File: config.mk
export PLATFORM = sky130hd
export DESIGN_NAME = ir_nec_rx
export DESIGN_NICKNAME = d
export VERILOG_FILES = /design/src/rtl/ir_nec_pkg.sv /design/src/rtl/ir_nec_rx_edge_timer.sv /design/src/rtl/ir_nec_rx.sv
export SDC_FILE = /design/constraint.sdc
export NUM_CORES = 1
export LEC_CHECK = 0
export ABC_CLOCK_PERIOD_IN_PS = 3000
export BUFFER_PORTS_ARGS = -buffer_cell sky130_fd_sc_hd__buf_4
export CORE_MARGIN = 2
export CORE_UTILIZATION = 56
export CTS_BUF_LIST = sky130_fd_sc_hd__clkbuf_4 sky130_fd_sc_hd__clkbuf_8
export DETAILED_ROUTE_END_ITERATION = 10
export MAX_ROUTING_LAYER = met4
export PLACE_DENSITY = 0.9
export RECOVER_POWER = 100
export SETUP_SLACK_MARGIN = 0.2
export SLEW_MARGIN = 30
export SYNTH_ARGS = -nofsm -noshare
export SYNTH_HDL_FRONTEND = slang
export SYNTH_SLANG_ARGS = --single-unit
File: constraint.sdc
create_clock -name clk_10KHz -period 3 [get_ports clk_10KHz]
set_clock_uncertainty 0.1 [all_clocks]
set_input_delay 0.15 -clock clk_10KHz [delete_from_list [all_inputs] [get_ports clk_10KHz]]
set_output_delay 0.15 -clock clk_10KHz [all_outputs]
set_load 0.05 [all_outputs]
File: src/rtl/ir_nec_pkg.sv
// Shared types and default timing for the NEC IR receiver.
// Timing values are in 100 us ticks of clk_10KHz.
package ir_nec_pkg;

  typedef enum logic [2:0] {
    IDLE,
    LEAD_LO,
    LEAD_HI,
    BIT_LO,
    BIT_HI,
    STOP_LO,
    REP_LO,
    CHECK
  } stateT;

  typedef enum logic [1:0] {
    ERR_NONE    = 2'b00,
    ERR_TIMING  = 2'b01,
    ERR_CHECK   = 2'b10,
    ERR_OVERRUN = 2'b11
  } errCodeT;

  localparam logic [7:0] DEF_LEAD_MIN = 8'd80;
  localparam logic [7:0] DEF_LEAD_MAX = 8'd110;
  localparam logic [7:0] DEF_SPC_MIN  = 8'd35;
  localparam logic [7:0] DEF_SPC_MAX  = 8'd50;
  localparam logic [7:0] DEF_REP_MIN  = 8'd17;
  localparam logic [7:0] DEF_REP_MAX  = 8'd28;
  localparam logic [7:0] DEF_MARK_MIN = 8'd3;
  localparam logic [7:0] DEF_MARK_MAX = 8'd9;
  localparam logic [7:0] DEF_ONE_TH   = 8'd11;
  localparam logic [7:0] DEF_BIT_MAX  = 8'd24;

  function automatic logic inRange(input logic [7:0] v, input logic [7:0] lo, input logic [7:0] hi);
    return (v >= lo) && (v <= hi);
  endfunction

endpackage

File: src/rtl/ir_nec_rx_edge_timer.sv
// Input conditioning for the IR line: 2-FF synchroniser, edge detect,
// and a saturating counter giving the length of the current level.
// On an edge cycle levelCnt still holds the length of the level just ended.
module ir_edge_timer (
  input  logic       clk_10KHz,
  input  logic       stateReset,
  input  logic       IR,
  output logic       riseEdge,
  output logic       fallEdge,
  output logic [7:0] levelCnt
);

  logic irMeta;
  logic irSync;
  logic irPrev;

  // Synchronise the raw line and keep one cycle of history for edge detect
  always_ff @(posedge clk_10KHz or posedge stateReset) begin
    if (stateReset) begin
      irMeta <= 1'b1;
      irSync <= 1'b1;
      irPrev <= 1'b1;
    end else begin
      irMeta <= IR;
      irSync <= irMeta;
      irPrev <= irSync;
    end
  end

  assign riseEdge = irSync & ~irPrev;
  assign fallEdge = ~irSync & irPrev;

  // Level length: restart at 1 on any edge, otherwise count up and hold at 255
  always_ff @(posedge clk_10KHz or posedge stateReset) begin
    if (stateReset) begin
      levelCnt <= 8'd0;
    end else if (riseEdge || fallEdge) begin
      levelCnt <= 8'd1;
    end else if (levelCnt != 8'hFF) begin
      levelCnt <= levelCnt + 8'd1;
    end
  end

endmodule

File: src/rtl/ir_nec_rx.sv
// NEC IR frame receiver: decodes leader, data bits, stop mark and repeat
// codes from an active-low IR line and holds one frame for the consumer.
//
//   state   | meaning
//   IDLE    | line idle, waiting for a falling edge
//   LEAD_LO | leader mark (low)
//   LEAD_HI | leader space (high), selects data frame or repeat code
//   BIT_LO  | bit mark (low)
//   BIT_HI  | bit space (high), its length gives the bit value
//   STOP_LO | stop mark after the last data bit
//   REP_LO  | mark closing a repeat code
//   CHECK   | one-cycle integrity check and frame hand-off
module ir_nec_rx import ir_nec_pkg::*; #(
  parameter int         NBITS     = 32,
  parameter logic [7:0] LEAD_MIN  = DEF_LEAD_MIN,
  parameter logic [7:0] LEAD_MAX  = DEF_LEAD_MAX,
  parameter logic [7:0] SPC_MIN   = DEF_SPC_MIN,
  parameter logic [7:0] SPC_MAX   = DEF_SPC_MAX,
  parameter logic [7:0] REP_MIN   = DEF_REP_MIN,
  parameter logic [7:0] REP_MAX   = DEF_REP_MAX,
  parameter logic [7:0] MARK_MIN  = DEF_MARK_MIN,
  parameter logic [7:0] MARK_MAX  = DEF_MARK_MAX,
  parameter logic [7:0] ONE_TH    = DEF_ONE_TH,
  parameter logic [7:0] BIT_MAX   = DEF_BIT_MAX,
  parameter bit         CHECK_INV = 1'b1,
  parameter bit         REPEAT_EN = 1'b1
) (
  input  logic             clk_10KHz,
  input  logic             stateReset,
  input  logic             IR,
  input  logic             data_ack,
  output logic             data_valid,
  output logic [NBITS-1:0] frame,
  output logic [3:0]       key,
  output logic             repeat_pulse,
  output logic             err_pulse,
  output logic [1:0]       err_code,
  output logic             busy
);

  localparam int IDXW    = (NBITS > 1) ? $clog2(NBITS) : 1;
  localparam int KEY_LSB = (NBITS == 32) ? 16 : 0;
  localparam logic [IDXW-1:0] LAST_IDX = IDXW'(NBITS - 1);
  // The leader space timeout must allow the longer of the two accepted spaces
  localparam logic [7:0] HI_MAX = (REPEAT_EN && (REP_MAX > SPC_MAX)) ? REP_MAX : SPC_MAX;

  stateT            state;
  logic [IDXW-1:0]  bitIdx;
  logic [NBITS-1:0] shiftReg;
  logic [31:0]      shiftPad;
  logic             lastOk;
  logic             riseEdge;
  logic             fallEdge;
  logic [7:0]       levelCnt;
  logic [7:0]       curMax;
  logic             edgeBad;
  logic             timingErr;
  logic             checkPass;

  ir_edge_timer u_edgeTimer (
    .clk_10KHz (clk_10KHz),
    .stateReset(stateReset),
    .IR        (IR),
    .riseEdge  (riseEdge),
    .fallEdge  (fallEdge),
    .levelCnt  (levelCnt)
  );

  assign shiftPad  = 32'(shiftReg);
  assign checkPass = !(CHECK_INV && (NBITS == 32)) ||
                     ((shiftPad[15:8] == ~shiftPad[7:0]) && (shiftPad[31:24] == ~shiftPad[23:16]));
  assign key  = frame[KEY_LSB +: 4];
  assign busy = (state != IDLE);

  // Timing violation: an edge closing a level of bad length, or a level outliving its maximum
  always_comb begin
    curMax  = 8'hFF;
    edgeBad = 1'b0;
    case (state)
      LEAD_LO: begin
        curMax  = LEAD_MAX;
        edgeBad = riseEdge && !inRange(levelCnt, LEAD_MIN, LEAD_MAX);
      end
      LEAD_HI: begin
        curMax  = HI_MAX;
        edgeBad = fallEdge && !inRange(levelCnt, SPC_MIN, SPC_MAX) &&
                  !(REPEAT_EN && inRange(levelCnt, REP_MIN, REP_MAX));
      end
      BIT_LO, STOP_LO, REP_LO: begin
        curMax  = MARK_MAX;
        edgeBad = riseEdge && !inRange(levelCnt, MARK_MIN, MARK_MAX);
      end
      BIT_HI: begin
        curMax  = BIT_MAX;
        edgeBad = fallEdge && (levelCnt > BIT_MAX);
      end
      default: ;
    endcase
    timingErr = (state != IDLE) && (state != CHECK) &&
                (edgeBad || (!(riseEdge || fallEdge) && (levelCnt > curMax)));
  end

  // Protocol FSM with registered frame, status and pulse outputs
  always_ff @(posedge clk_10KHz or posedge stateReset) begin
    if (stateReset) begin
      state        <= IDLE;
      bitIdx       <= '0;
      shiftReg     <= '0;
      frame        <= '0;
      data_valid   <= 1'b0;
      repeat_pulse <= 1'b0;
      err_pulse    <= 1'b0;
      err_code     <= ERR_NONE;
      lastOk       <= 1'b0;
    end else begin
      repeat_pulse <= 1'b0;
      err_pulse    <= 1'b0;
      if (data_ack && data_valid) data_valid <= 1'b0;
      if (timingErr) begin
        state     <= IDLE;
        err_pulse <= 1'b1;
        err_code  <= ERR_TIMING;
        lastOk    <= 1'b0;
      end else begin
        case (state)
          IDLE:    if (fallEdge) state <= LEAD_LO;
          LEAD_LO: if (riseEdge) state <= LEAD_HI;
          LEAD_HI: begin
            if (fallEdge) begin
              if (inRange(levelCnt, SPC_MIN, SPC_MAX)) begin
                state  <= BIT_LO;
                bitIdx <= '0;
              end else begin
                state <= REP_LO;
              end
            end
          end
          BIT_LO:  if (riseEdge) state <= BIT_HI;
          BIT_HI: begin
            if (fallEdge) begin
              shiftReg[bitIdx] <= (levelCnt >= ONE_TH);
              if (bitIdx == LAST_IDX) begin
                state <= STOP_LO;
              end else begin
                bitIdx <= bitIdx + 1'b1;
                state  <= BIT_LO;
              end
            end
          end
          STOP_LO: if (riseEdge) state <= CHECK;
          REP_LO: begin
            if (riseEdge) begin
              repeat_pulse <= lastOk;
              state        <= IDLE;
            end
          end
          CHECK: begin
            state <= IDLE;
            if (!checkPass) begin
              err_pulse <= 1'b1;
              err_code  <= ERR_CHECK;
            end else if (!data_valid || data_ack) begin
              frame      <= shiftReg;
              data_valid <= 1'b1;
              lastOk     <= 1'b1;
            end else begin
              err_pulse <= 1'b1;
              err_code  <= ERR_OVERRUN;
            end
          end
          default: state <= IDLE;
        endcase
      end
    end
  end

endmodule

After elaboration in Yosys (flattened, before gate mapping)
Index checks and enable logic that the tools add are counted.
{"block": "totals", "output_inout_bits": 42, "reg_bits": 89, "wordCells": 140}
{"block": "classes", "n_eq_ne": 24, "mux": 43, "n_lt_le_gt_ge": 13, "n_reduce_logical": 38, "n_addsub": 2, "bitwise_logic": 7}
{"op": "32-bit bitwise mux", "n": 1}
{"op": "8-bit case mux with 4 select lines", "n": 1}
{"op": "3-bit two-way mux", "n": 10}
{"op": "3-bit inequality test, second input constant", "n": 9}
{"op": "3-bit case mux with 8 select lines", "n": 1}
{"op": "5-bit two-way mux", "n": 4}
{"op": "1-bit two-way mux", "n": 17}
{"op": "8-bit == test", "n": 2}
{"op": "8-bit two-way mux", "n": 2}
{"op": "8-bit NOT", "n": 2}
{"op": "1-bit logical AND", "n": 15}
{"op": "3-bit == test, second input constant", "n": 4}
{"op": "5-bit case mux with 2 select lines", "n": 1}
{"op": "2-bit nonzero test", "n": 5}
{"op": "8-bit by 1-bit adder with 8-bit output, second input constant", "n": 1}
{"op": "8-bit by 2-bit greater-or-equal comparator with 1-bit output, second input constant", "n": 1}
{"op": "8-bit by 4-bit greater-or-equal comparator with 1-bit output, second input constant", "n": 1}
{"op": "8-bit by 5-bit greater-or-equal comparator with 1-bit output, second input constant", "n": 1}
{"op": "8-bit by 6-bit greater-or-equal comparator with 1-bit output, second input constant", "n": 1}
{"op": "8-bit by 7-bit greater-or-equal comparator with 1-bit output, second input constant", "n": 1}
{"op": "8-bit by 5-bit > comparator with 1-bit output, second input constant", "n": 1}
{"op": "8-bit > comparator", "n": 1}
{"op": "8-bit by 4-bit less-or-equal comparator with 1-bit output, second input constant", "n": 1}
{"op": "8-bit by 5-bit less-or-equal comparator with 1-bit output, second input constant", "n": 1}
{"op": "25 further kinds", "n": 43}

Longest topological paths before layout
Gate-level depths: netlist of the first run.
{"block": "depth", "word_depth": 10, "ltp_mapped": 12, "ltp_nobuf": 10}

Hierarchy
From an unflattened synthesis of the first run, not the netlist that was laid out.
{"block": "hier_totals", "cells_unflattened": 428, "hier_area_um2": 4782.1}
{"mod": "ir_nec_rx", "n_inst": 1, "area_per_inst_um2": 4254.1, "cells_per_inst": 379, "seq_area_each_um2": 1951.9}
{"mod": "ir_edge_timer", "n_inst": 1, "area_per_inst_um2": 528.0, "cells_per_inst": 49, "seq_area_each_um2": 279.0}

Least setup slack after synthesis of the first run
No wires, ideal clock.
{"block": "synth_timing", "path_type": "flip-flop to flip-flop", "start": "reg state[0]", "end": "reg shiftReg[10], in the netlist shiftPad[10]", "stages_incl_launch_ff": 12, "arrival_time_ns": 3.178, "path_buffers": 2, "setup_slack_ns": -0.406, "t_required_ns": 2.772, "synth_period_minus_slack_ns": 3.406, "path_cell_list": "dfrtp_1 > buf_6 > or3_1 > and2_1 > ha_1 > nand3_1 > a221oi_1 > a22oi_1 > a211oi_2 > buf_6 > nor4_1 > mux2_1"}
{"block": "synth_via", "word_cells_on_any_way": 18}
{"item": "start, declared", "line": "ir_nec_rx.sv:47", "text": "stateT state;"}
{"item": "start signal, assigned", "line": "ir_nec_rx.sv:106", "text": "state <= IDLE;"}
{"item": "start signal, assigned", "line": "ir_nec_rx.sv:120", "text": "state <= IDLE;"}
{"item": "start signal, assigned", "line": "ir_nec_rx.sv:126", "text": "IDLE: if (fallEdge) state <= LEAD_LO;"}
{"item": "3-bit nonzero test"}
{"item": "named net busy", "line": "ir_nec_rx.sv:38", "text": "output logic busy"}
{"item": "1-bit logical AND (2 in a row)", "line": "ir_nec_rx.sv:99", "text": "timingErr = (state != IDLE) && (state != CHECK) &&"}
{"item": "1-bit NOT (no source line)"}
{"item": "3-bit AND reduction (no source line)"}
{"item": "end signal, assigned by index", "line": "ir_nec_rx.sv:141", "text": "shiftReg[bitIdx] <= (levelCnt >= ONE_TH);"}
{"item": "end, declared", "line": "ir_nec_rx.sv:49", "text": "logic [NBITS-1:0] shiftReg;"}
The timed path passes the listed nets, and every way through them passes these cells.
A chain may end at the register's enable or synchronous reset.

Worst setup path in the final report of the first run
{"block": "layout_timing", "start": "reg state[1]", "end": "reg shiftReg[26], in the netlist shiftPad[26]"}
{"block": "layout_via", "elab_chain_cells": 9, "word_cells_on_any_way": 18}
{"item": "3-bit == test / 3-bit by 2-bit == test with 1-bit output (equally long branches)", "line": "ir_nec_rx.sv:79", "text": "case (state)"}
{"item": "3-bit OR reduction", "line": "ir_nec_rx.sv:79"}
{"item": "8-bit case mux with 4 select lines", "line": "ir_nec_rx.sv:79"}
{"item": "8-bit > comparator", "line": "ir_nec_rx.sv:100", "text": "(edgeBad || (!(riseEdge || fallEdge) && (levelCnt > curMax)));"}
{"item": "1-bit logical AND", "line": "ir_nec_rx.sv:100"}
{"item": "1-bit logical OR", "line": "ir_nec_rx.sv:100"}
{"item": "1-bit logical AND", "line": "ir_nec_rx.sv:99"}
{"item": "1-bit NOT (no source line)"}
{"item": "3-bit AND reduction (no source line) (*)"}
Mark *: on every way between the ends. The rest lies on a longest branch, timed or not.

==> metrics.md, run 1 <==
| Metric | Value |
|---|---|
| FF-to-FF End | `shiftPad[26]$_DFFE_PP0P_` |
| Cell internal pwr | `~2.2 mW` |
| Final weighted congestion of routability-driven global placement | `approximately 0.94` |
| Share of async-settable or async-resettable flops after synthesis | `1.00` |
| Routed Antenna Nets | `0` |
| Most area-hungry cell type in the Yosys netlist | `sky130_fd_sc_hd__dfrtp_1` |
| Delay of the slowest critical-path stage | `between 400 and 500 ps` |
| Nature of the critical path endpoint | `register` |
| Remaining Overflow, GRT | `0` |
| Count of mapped cells out of synthesis | `around 430` |
| Worst reg-to-reg path cell count | `10` |
| Min setup slack post-route | `-118 ps` |
| Cell at the root of the clock tree | `sky130_fd_sc_hd__clkbuf_8` |
| Number of buffers inserted during clock tree synthesis | `9` |
| Maximum number of buffers from clock root to sink | `2` |
| Primary FF master, synth | `sky130_fd_sc_hd__dfrtp_1` |
| Core ar. | `~8200 um^2` |
| Hold-critical path depth | `0` |
| Min-delay worst type | `reg -> reg` |
| GRT Total Usage | `0.268` |
| Yosys Warn Count | `0` |
| Critical setup path kind | `reg -> reg` |
| # rows | `33` |
| P&R area growth vs syn | `17.0%` |
| Clock latency at the later pin of the worst-skew pair | `about 370 ps` |
| Run status | `finished, violations left` |
| Number of buffers and inverters on the critical path | `2` |
| Worst Path Required | `3150 ps` |
| Hold path startpoint | `u_edgeTimer.irMeta$_DFF_PP1_` |
| Avg Vias per Cell | `~6.3` |
| Sequential element share of the synthesized area | `0.469` |
| Total count of max-transition violations in the final report | `between 50 and 60` |
| Worst reg2reg setup slack | `-120 ps` |
| Maximum fanout encountered on the critical timing path | `36` |
| Final critical path time including I/O delays and setup | `between 3000 and 4000 ps` |
| Violations in the final reports | `capacitance limit, slew limit, setup timing` |
| Leakage power of the design | `about 2.6 nW` |
| Count of flip-flops with a built-in enable after synthesis | `0` |
| Share of post-route cells with drive strength above 1 | `0.293` |
| Period Utilization, post-route | `1.04` |
| Total instance count after detailed placement | `around 570` |
| Detailed-route DRC error count | `0` |
| Top post-synthesis cells by area | `sky130_fd_sc_hd__dfrtp_1 (45%), sky130_fd_sc_hd__mux2_2 (14%), sky130_fd_sc_hd__nor4_1 (4.7%)` |
| Number of global-route vias before repair | `about 3,600` |
| TritonCTS clock tree | `yes` |
| Hold violation total from the final report | `0` |
| Avg Cell Area, Syn | `11.0 um^2` |
| Detailed placer's ending HPWL | `around 7.6 mm` |
| Detailed Routing Iterations Pass 1 | `5` |
| Quantity of I/O buffers inserted on ports | `between 40 and 50` |
| Clock-pin slew on the worst setup and hold paths | `90 ps` |
| Cell with the biggest individual delay on the critical path | `sky130_fd_sc_hd__dfrtp_2` |
| Commonest cells in the netlist | `sky130_fd_sc_hd__dfrtp_1 (86), sky130_fd_sc_hd__mux2_2 (60), sky130_fd_sc_hd__nor4_1 (36)` |
| Total die area | `around 9300 um^2` |
| Max capacitance violation total | `1` |
| Kind of cell adding the most delay to the critical path | `compound AO/OA/AOI/OAI gates` |
| Wire per inst | `between 15 and 20 um` |
| Share of the synthesized area in the top cell type | `0.452` |
| Initial cell density of the core | `0.579` |
| IO Count | `between 40 and 50` |
| Worst Hold End | `u_edgeTimer.irSync$_DFF_PP1_` |
| Critical path launch point type | `register` |
| Layout Cells excl Fill | `589` |
| RR Startpoint | `state[1]$_DFFE_PP0P_` |
| N_diodes | `0` |
| Largest net degree at the start of global routing | `54` |
| P per Cell Area | `approximately 600 nW/um^2` |
| Portion of total power attributed to the clock network | `0.253` |
| Net load switching power | `roughly 1.3 mW` |
| Violation count after the first detailed-route iteration | `roughly 350` |
| Final setup vio count | `7` |
| Total routed wirelength | `approximately 11 mm` |
| Number of sinks handled by clock tree synthesis | `89` |
| Most frequent cell after synthesis | `sky130_fd_sc_hd__dfrtp_1` |
| Number of synthesized register bits | `slightly below 90` |
| Synthesized Nets | `around 450` |
| Clock H-tree levels | `3` |
| Highest clock rate | `321 MHz` |
| Post-layout utilization of the core | `0.678` |
| Height of the chip | `~96 um` |
| Transition at the pin with the smallest max-transition slack | `between 2000 and 2500 ps` |
| Global-route wire length before repair | `18.3 mm` |
| Peak supply drop | `358 uV` |
| Distinct cell type count after synthesis | `slightly below 60` |
| Worst slew slack as a fraction of its limit | `-0.346` |
| Width of the chip | `96.2 um` |
| Total vias in the final route | `around 3,700` |
| Logic gate share of total power | `0.359` |
| Initial antenna violation count | `0` |
| Switching part of the total power | `0.368` |
| Unrepaired setup endpoints after global routing | `true` |
| Crit path DAT | `between 3000 and 4000 ps` |
| Cell Chain, Critical Path | `buf_4 > nand2_1 > xnor2_2 > ha_1 > a21o_1 > a311oi_4 > a211oi_4 > buf_12 > nor4_1 > mux2_2` |
| Final layout net count | `approximately 500` |
| Combined area of all synthesized cells | `~4800 um^2` |
| Part of the total power dissipated in sequential elements | `0.388` |
| TNS Setup | `-249 ps` |
power by group through the flow:
stage | sequential [mW] | combinational (mW) | clock, mW
floorplan | 1.38 | 0.739 | 0
global placement | 1.34 | 1.02 | 0
detailed placement | 1.35 | 1.06 | 0
CTS | 1.33 | 1.15 | 0.879
global route | 1.33 | 1.31 | 0.918
finish | 1.32 | 1.23 | 0.865
worst max-delay path by stage:
stage	startpoint	endpoint	slack (ps)	cells past startpoint
6_report	state[1]$_DFFE_PP0P_	shiftPad[26]$_DFFE_PP0P_	-120	10
5_1_grt	state[1]$_DFFE_PP0P_	shiftPad[26]$_DFFE_PP0P_	-220	11
4_1_cts	state[2]$_DFFE_PP0P_	shiftPad[23]$_DFFE_PP0P_	-10	10
3_5_place_dp	state[2]$_DFFE_PP0P_	shiftPad[23]$_DFFE_PP0P_	-130	9
3_3_place_gp	state[2]$_DFFE_PP0P_	shiftPad[23]$_DFFE_PP0P_	-120	9
2_1_floorplan	state[0]$_DFFE_PP0P_	shiftPad[10]$_DFFE_PP0P_	50	11
metal layers:
| metal | vias up | GRT usage | routed length (um) |
|---|---|---|---|
| met5 | - | - | 0 |
| met4 | 0 | 0.112 | 291 |
| met2 | 171 | 0.409 | 5590 |
| li1 | 1669 | - | - |
| met1 | 1833 | 0.352 | 4920 |
| met3 | 31 | 0.0525 | 648 |
what timing repair did:
item	CTS	global route
hold endpoints to repair	52	0
pin swaps	0	0
setup endpoints to repair	45	45
hold buffers	3	0
buffers inserted	0	2
resized for setup	15	16
metrics by stage:
stage	hold slack, ps	worst slack, ps	power, mW	cell area, um^2
6_report	260	-118	3.41	5570
3_5_place_dp	161	-129	2.41	5290
2_1_floorplan	54.5	51.8	2.11	4820
5_1_grt	268	-216	3.57	5570
3_3_place_gp	161	-117	2.36	5290
4_1_cts	251	-12.9	3.36	5620
state kept, by name (all words and copies together), names as in the netlist:
name                  count
repeat_pulse              1
u_edgeTimer.irMeta        1
bitIdx                    5
err_pulse                 1
lastOk                    1
shiftPad                 32
u_edgeTimer.irSync        1
u_edgeTimer.irPrev        1
u_edgeTimer.levelCnt      8
err_code                  2
state                     3
data_valid                1
frame                    32
final cells by class:
| class | count | area (um^2) |
|---|---|---|
| flip-flops and latches | 89 | 2230 |
| clock buffers | 12 | 153 |
| clock inverters | 4 | 51.3 |
| repair buffers | 67 | 392 |
| inverters | 13 | 48.8 |
| multi-input cells | 299 | 2560 |
| well taps | 105 | 131 |
| fillers | 605 | 2650 |
layout by cell type, fill, tap and decap left out, types with 3 or more instances in the layout:
cell / synthesis / final
sky130_fd_sc_hd__dlygate4sd3_1: 0 / 3
sky130_fd_sc_hd__or3_1: 5 / 3
sky130_fd_sc_hd__xor2_1: 18 / 18
sky130_fd_sc_hd__nor3_2: 1 / 3
sky130_fd_sc_hd__dfrtp_1: 86 / 84
sky130_fd_sc_hd__xnor2_1: 5 / 4
sky130_fd_sc_hd__a31oi_1: 3 / 3
sky130_fd_sc_hd__nor4_4: 0 / 3
sky130_fd_sc_hd__and3_1: 5 / 5
sky130_fd_sc_hd__nor4_2: 0 / 12
sky130_fd_sc_hd__nor2b_1: 9 / 9
sky130_fd_sc_hd__inv_1: 13 / 13
sky130_fd_sc_hd__clkbuf_4: 0 / 4
sky130_fd_sc_hd__o21ai_0: 9 / 8
sky130_fd_sc_hd__ha_1: 16 / 15
sky130_fd_sc_hd__nand3_1: 11 / 10
sky130_fd_sc_hd__clkbuf_1: 15 / 41
sky130_fd_sc_hd__nand4_1: 12 / 12
sky130_fd_sc_hd__nor2_1: 15 / 15
sky130_fd_sc_hd__nor4_1: 36 / 21
sky130_fd_sc_hd__a21oi_1: 6 / 6
sky130_fd_sc_hd__mux2_2: 60 / 61
sky130_fd_sc_hd__a21o_1: 4 / 4
sky130_fd_sc_hd__mux2_1: 5 / 4
sky130_fd_sc_hd__nand2_1: 31 / 30
sky130_fd_sc_hd__mux2i_1: 4 / 4
sky130_fd_sc_hd__buf_12: 0 / 3
sky130_fd_sc_hd__buf_4: 4 / 17
sky130_fd_sc_hd__clkbuf_8: 0 / 10
cell families (layout without fill, tap and decap cells):
logic type | count (synthesis) | in the layout | share of synthesized area
and+or+nand+nor | 144 | 144 | 0.165
buffers and inverters | 43 | 96 | 0.0452
DFF | 89 | 89 | 0.469
xor gates and xnor gates | 23 | 23 | 0.0423
AOI/OAI and AO/OA | 47 | 47 | 0.0744
adders and majority gates | 16 | 16 | 0.0420
muxes | 69 | 69 | 0.162
(Power assumes the default switching activity.)
==> run 2: changes to the inputs <==
--- a/config.mk
+++ b/config.mk
@@ -14,7 +14,7 @@
 export MAX_ROUTING_LAYER = met4
 export PLACE_DENSITY = 0.9
 export RECOVER_POWER = 100
-export SETUP_SLACK_MARGIN = 0.2
+export SETUP_SLACK_MARGIN = 0.02
 export SLEW_MARGIN = 30
 export SYNTH_ARGS = -nofsm -noshare
 export SYNTH_HDL_FRONTEND = slang
==> metrics.md, run 2 (synthesized netlist as in run 1, its figures left out) <==
| Metric | Value |
|---|---|
| Number of global-route vias before repair | `3,474 (-4.2%)` |
| Top library cells by usage in the layout, fill and taps aside | `sky130_fd_sc_hd__dfrtp_1 (83), sky130_fd_sc_hd__mux2_2 (41), sky130_fd_sc_hd__clkbuf_1 (41)` |
| Layout Cells excl Fill | `603 (+2.4%)` |
| Leakage power of the design | `2.66 nW (+3.2%)` |
| Global-route wire length before repair | `17.7 mm (-3.5%)` |
| Clock H-tree levels | `3 (unchanged)` |
| Peak supply drop | `364 uV (+1.9%)` |
| Total instance count after detailed placement | `569 (+0.18%)` |
| Wire per inst | `24.5 um (+26%)` |
| Final setup vio count | `6 (-1)` |
| Detailed-route DRC error count | `0 (unchanged)` |
| N_diodes | `0 (unchanged)` |
| Final layout net count | `513 (+2.8%)` |
| Initial antenna violation count | `0 (unchanged)` |
| Final weighted congestion of routability-driven global placement | `0.972 (+3.4%)` |
| Number of buffers inserted during clock tree synthesis | `9 (unchanged)` |
| Violation count after the first detailed-route iteration | `449 (+29%)` |
| Cell area after layout | `6160 um^2 (+11%)` |
| P&R area growth vs syn | `29.4%` |
| Number of sinks handled by clock tree synthesis | `89 (unchanged)` |
| Unrepaired setup endpoints after global routing | `true` |
| Clock latency at the later pin of the worst-skew pair | `380 ps (about the same)` |
| Nature of the critical path endpoint | `register` |
| Hold violation total from the final report | `0 (unchanged)` |
| Total die area | `9260 um^2 (unchanged)` |
| P per Cell Area | `575 nW/um^2 (-6.2%)` |
| Detailed placer's ending HPWL | `7.68 mm (+0.60%)` |
| Highest clock rate | `329 MHz (+2.7%)` |
| Total count of max-transition violations in the final report | `41 (-23%)` |
| Largest net degree at the start of global routing | `41 (-24%)` |
| Clock-pin slew on the worst setup and hold paths | `90 ps (about the same)` |
| Count of fill cells added during filler insertion | `516 (-15%)` |
| Violations in the final reports | `capacitance limit, slew limit, setup timing` |
| Min setup slack post-route | `-36.2 ps (+81.9 ps)` |
| # rows | `33 (unchanged)` |
| Core ar. | `8220 um^2 (unchanged)` |
| Maximum fanout encountered on the critical timing path | `7 (-81%)` |
| Worst Path Required | `3150 ps (about the same)` |
| Period Utilization, post-route | `1.01 (-0.0273)` |
| Height of the chip | `96.2 um (unchanged)` |
| Critical path launch point type | `register` |
| Remaining Overflow, GRT | `0 (unchanged)` |
| IO Count | `46 (unchanged)` |
| Total routed wirelength | `14.8 mm (+29%)` |
| Post-layout power | `3.54 mW (+3.7%)` |
| Critical setup path kind | `reg -> reg` |
| Maximum number of buffers from clock root to sink | `2 (unchanged)` |
| TNS Setup | `-132 ps (+117 ps)` |
| GRT Total Usage | `0.261 (-0.00747)` |
| Share of post-route cells with drive strength above 1 | `0.353 (+0.0600)` |
| Detailed Routing Iterations Pass 1 | `5 (unchanged)` |
| Most frequent standard cell in the layout excluding fill and tap cells | `sky130_fd_sc_hd__dfrtp_1` |
| Post-layout utilization of the core | `0.750 (+0.0717)` |
| Transition at the pin with the smallest max-transition slack | `1780 ps (-238 ps)` |
| Total vias in the final route | `4,014 (+8.4%)` |
| Crit path DAT | `3190 ps (-80 ps)` |
| Initial cell density of the core | `0.579 (unchanged)` |
| Quantity of I/O buffers inserted on ports | `45 (unchanged)` |
| Width of the chip | `96.2 um (unchanged)` |
| Routed Antenna Nets | `0 (unchanged)` |
| Cell at the root of the clock tree | `sky130_fd_sc_hd__clkbuf_8` |
| Min-delay worst type | `reg -> reg` |
| Max capacitance violation total | `1 (unchanged)` |
| Run status | `finished, violations left` |
| Avg Vias per Cell | `6.66 (+5.9%)` |
| TritonCTS clock tree | `yes` |
| Final critical path time including I/O delays and setup | `3040 ps (-81.9 ps)` |
| Worst slew slack as a fraction of its limit | `-0.192 (+0.154)` |
| Instance area at placement | `5280 um^2 (-0.19%)` |
==> run 2: critical path, cell delays in order (launching register included) <==
cell and delay (ps):
sky130_fd_sc_hd__dfrtp_2 460, sky130_fd_sc_hd__or3_4 400, sky130_fd_sc_hd__and2_4 160, sky130_fd_sc_hd__ha_4 230, sky130_fd_sc_hd__nand2_2 70, sky130_fd_sc_hd__nor3_2 40, sky130_fd_sc_hd__a311oi_2 320, sky130_fd_sc_hd__a211oi_4 120
sky130_fd_sc_hd__buf_12 170, sky130_fd_sc_hd__buf_12 150, sky130_fd_sc_hd__nor4_2 320, sky130_fd_sc_hd__mux2_1 380
==> run 2: stage by stage <==
step / worst slack [ps] / hold slack (ps)
global placement: 50.3 / 161
floorplan: 27.9 / 54.5
CTS: 5.89 / 256
global route: -132 / 285
detailed placement: -79.2 / 161
finish: -36.2 / 282
==> run 2: final timing paths <==
kind,start,to,slack [ps],cells after the start
worst min register to register,u_edgeTimer.irMeta$_DFF_PP1_,u_edgeTimer.irSync$_DFF_PP1_,280,0
min in group asynchronous,stateReset,frame[31]$_DFFE_PP0P_,670,3
max in group asynchronous,stateReset,state[0]$_DFFE_PP0P_,660,4
worst max register to register,state[0]$_DFFE_PP0P_,shiftPad[13]$_DFFE_PP0P_,-40,11
worst max-delay path,state[0]$_DFFE_PP0P_,shiftPad[13]$_DFFE_PP0P_,-40,11
worst min-delay path,u_edgeTimer.irMeta$_DFF_PP1_,u_edgeTimer.irSync$_DFF_PP1_,280,0
==> run 2: area by class of cell <==
type                       instances  area (um^2)  area share
clock inverter                     6         52.6     0.00853
multi-input combinational        299         2970       0.483
timing repair buffer              81          578      0.0939
clock buffer                      10          138      0.0223
inverter                          13         50.0     0.00813
tap                              105          131      0.0213
sequential                        89         2230       0.363
==> run 2: power by group <==
part | switching [mW] | internal (mW)
logic | 0.872 | 0.525
clock network | 0.485 | 0.334
registers | 0.0658 | 1.26
==> run 2: per-layer routing <==
layer  up-vias  GRT usage  routed length, um
li1       1696          -                  -
met1      2010      0.338               5680
met2       234      0.413               7390
met3        74     0.0384                948
met4         0      0.105                735
met5         -          -                  0
==> run 2: repair_timing <==
action	CTS	global route
pin swaps	0	18
hold buffers	3	0
gates resized for setup	9	93
gates cloned	0	7
setup endpoints to repair	20	43
endpoints found under the hold margin	38	0
buffers inserted	0	8
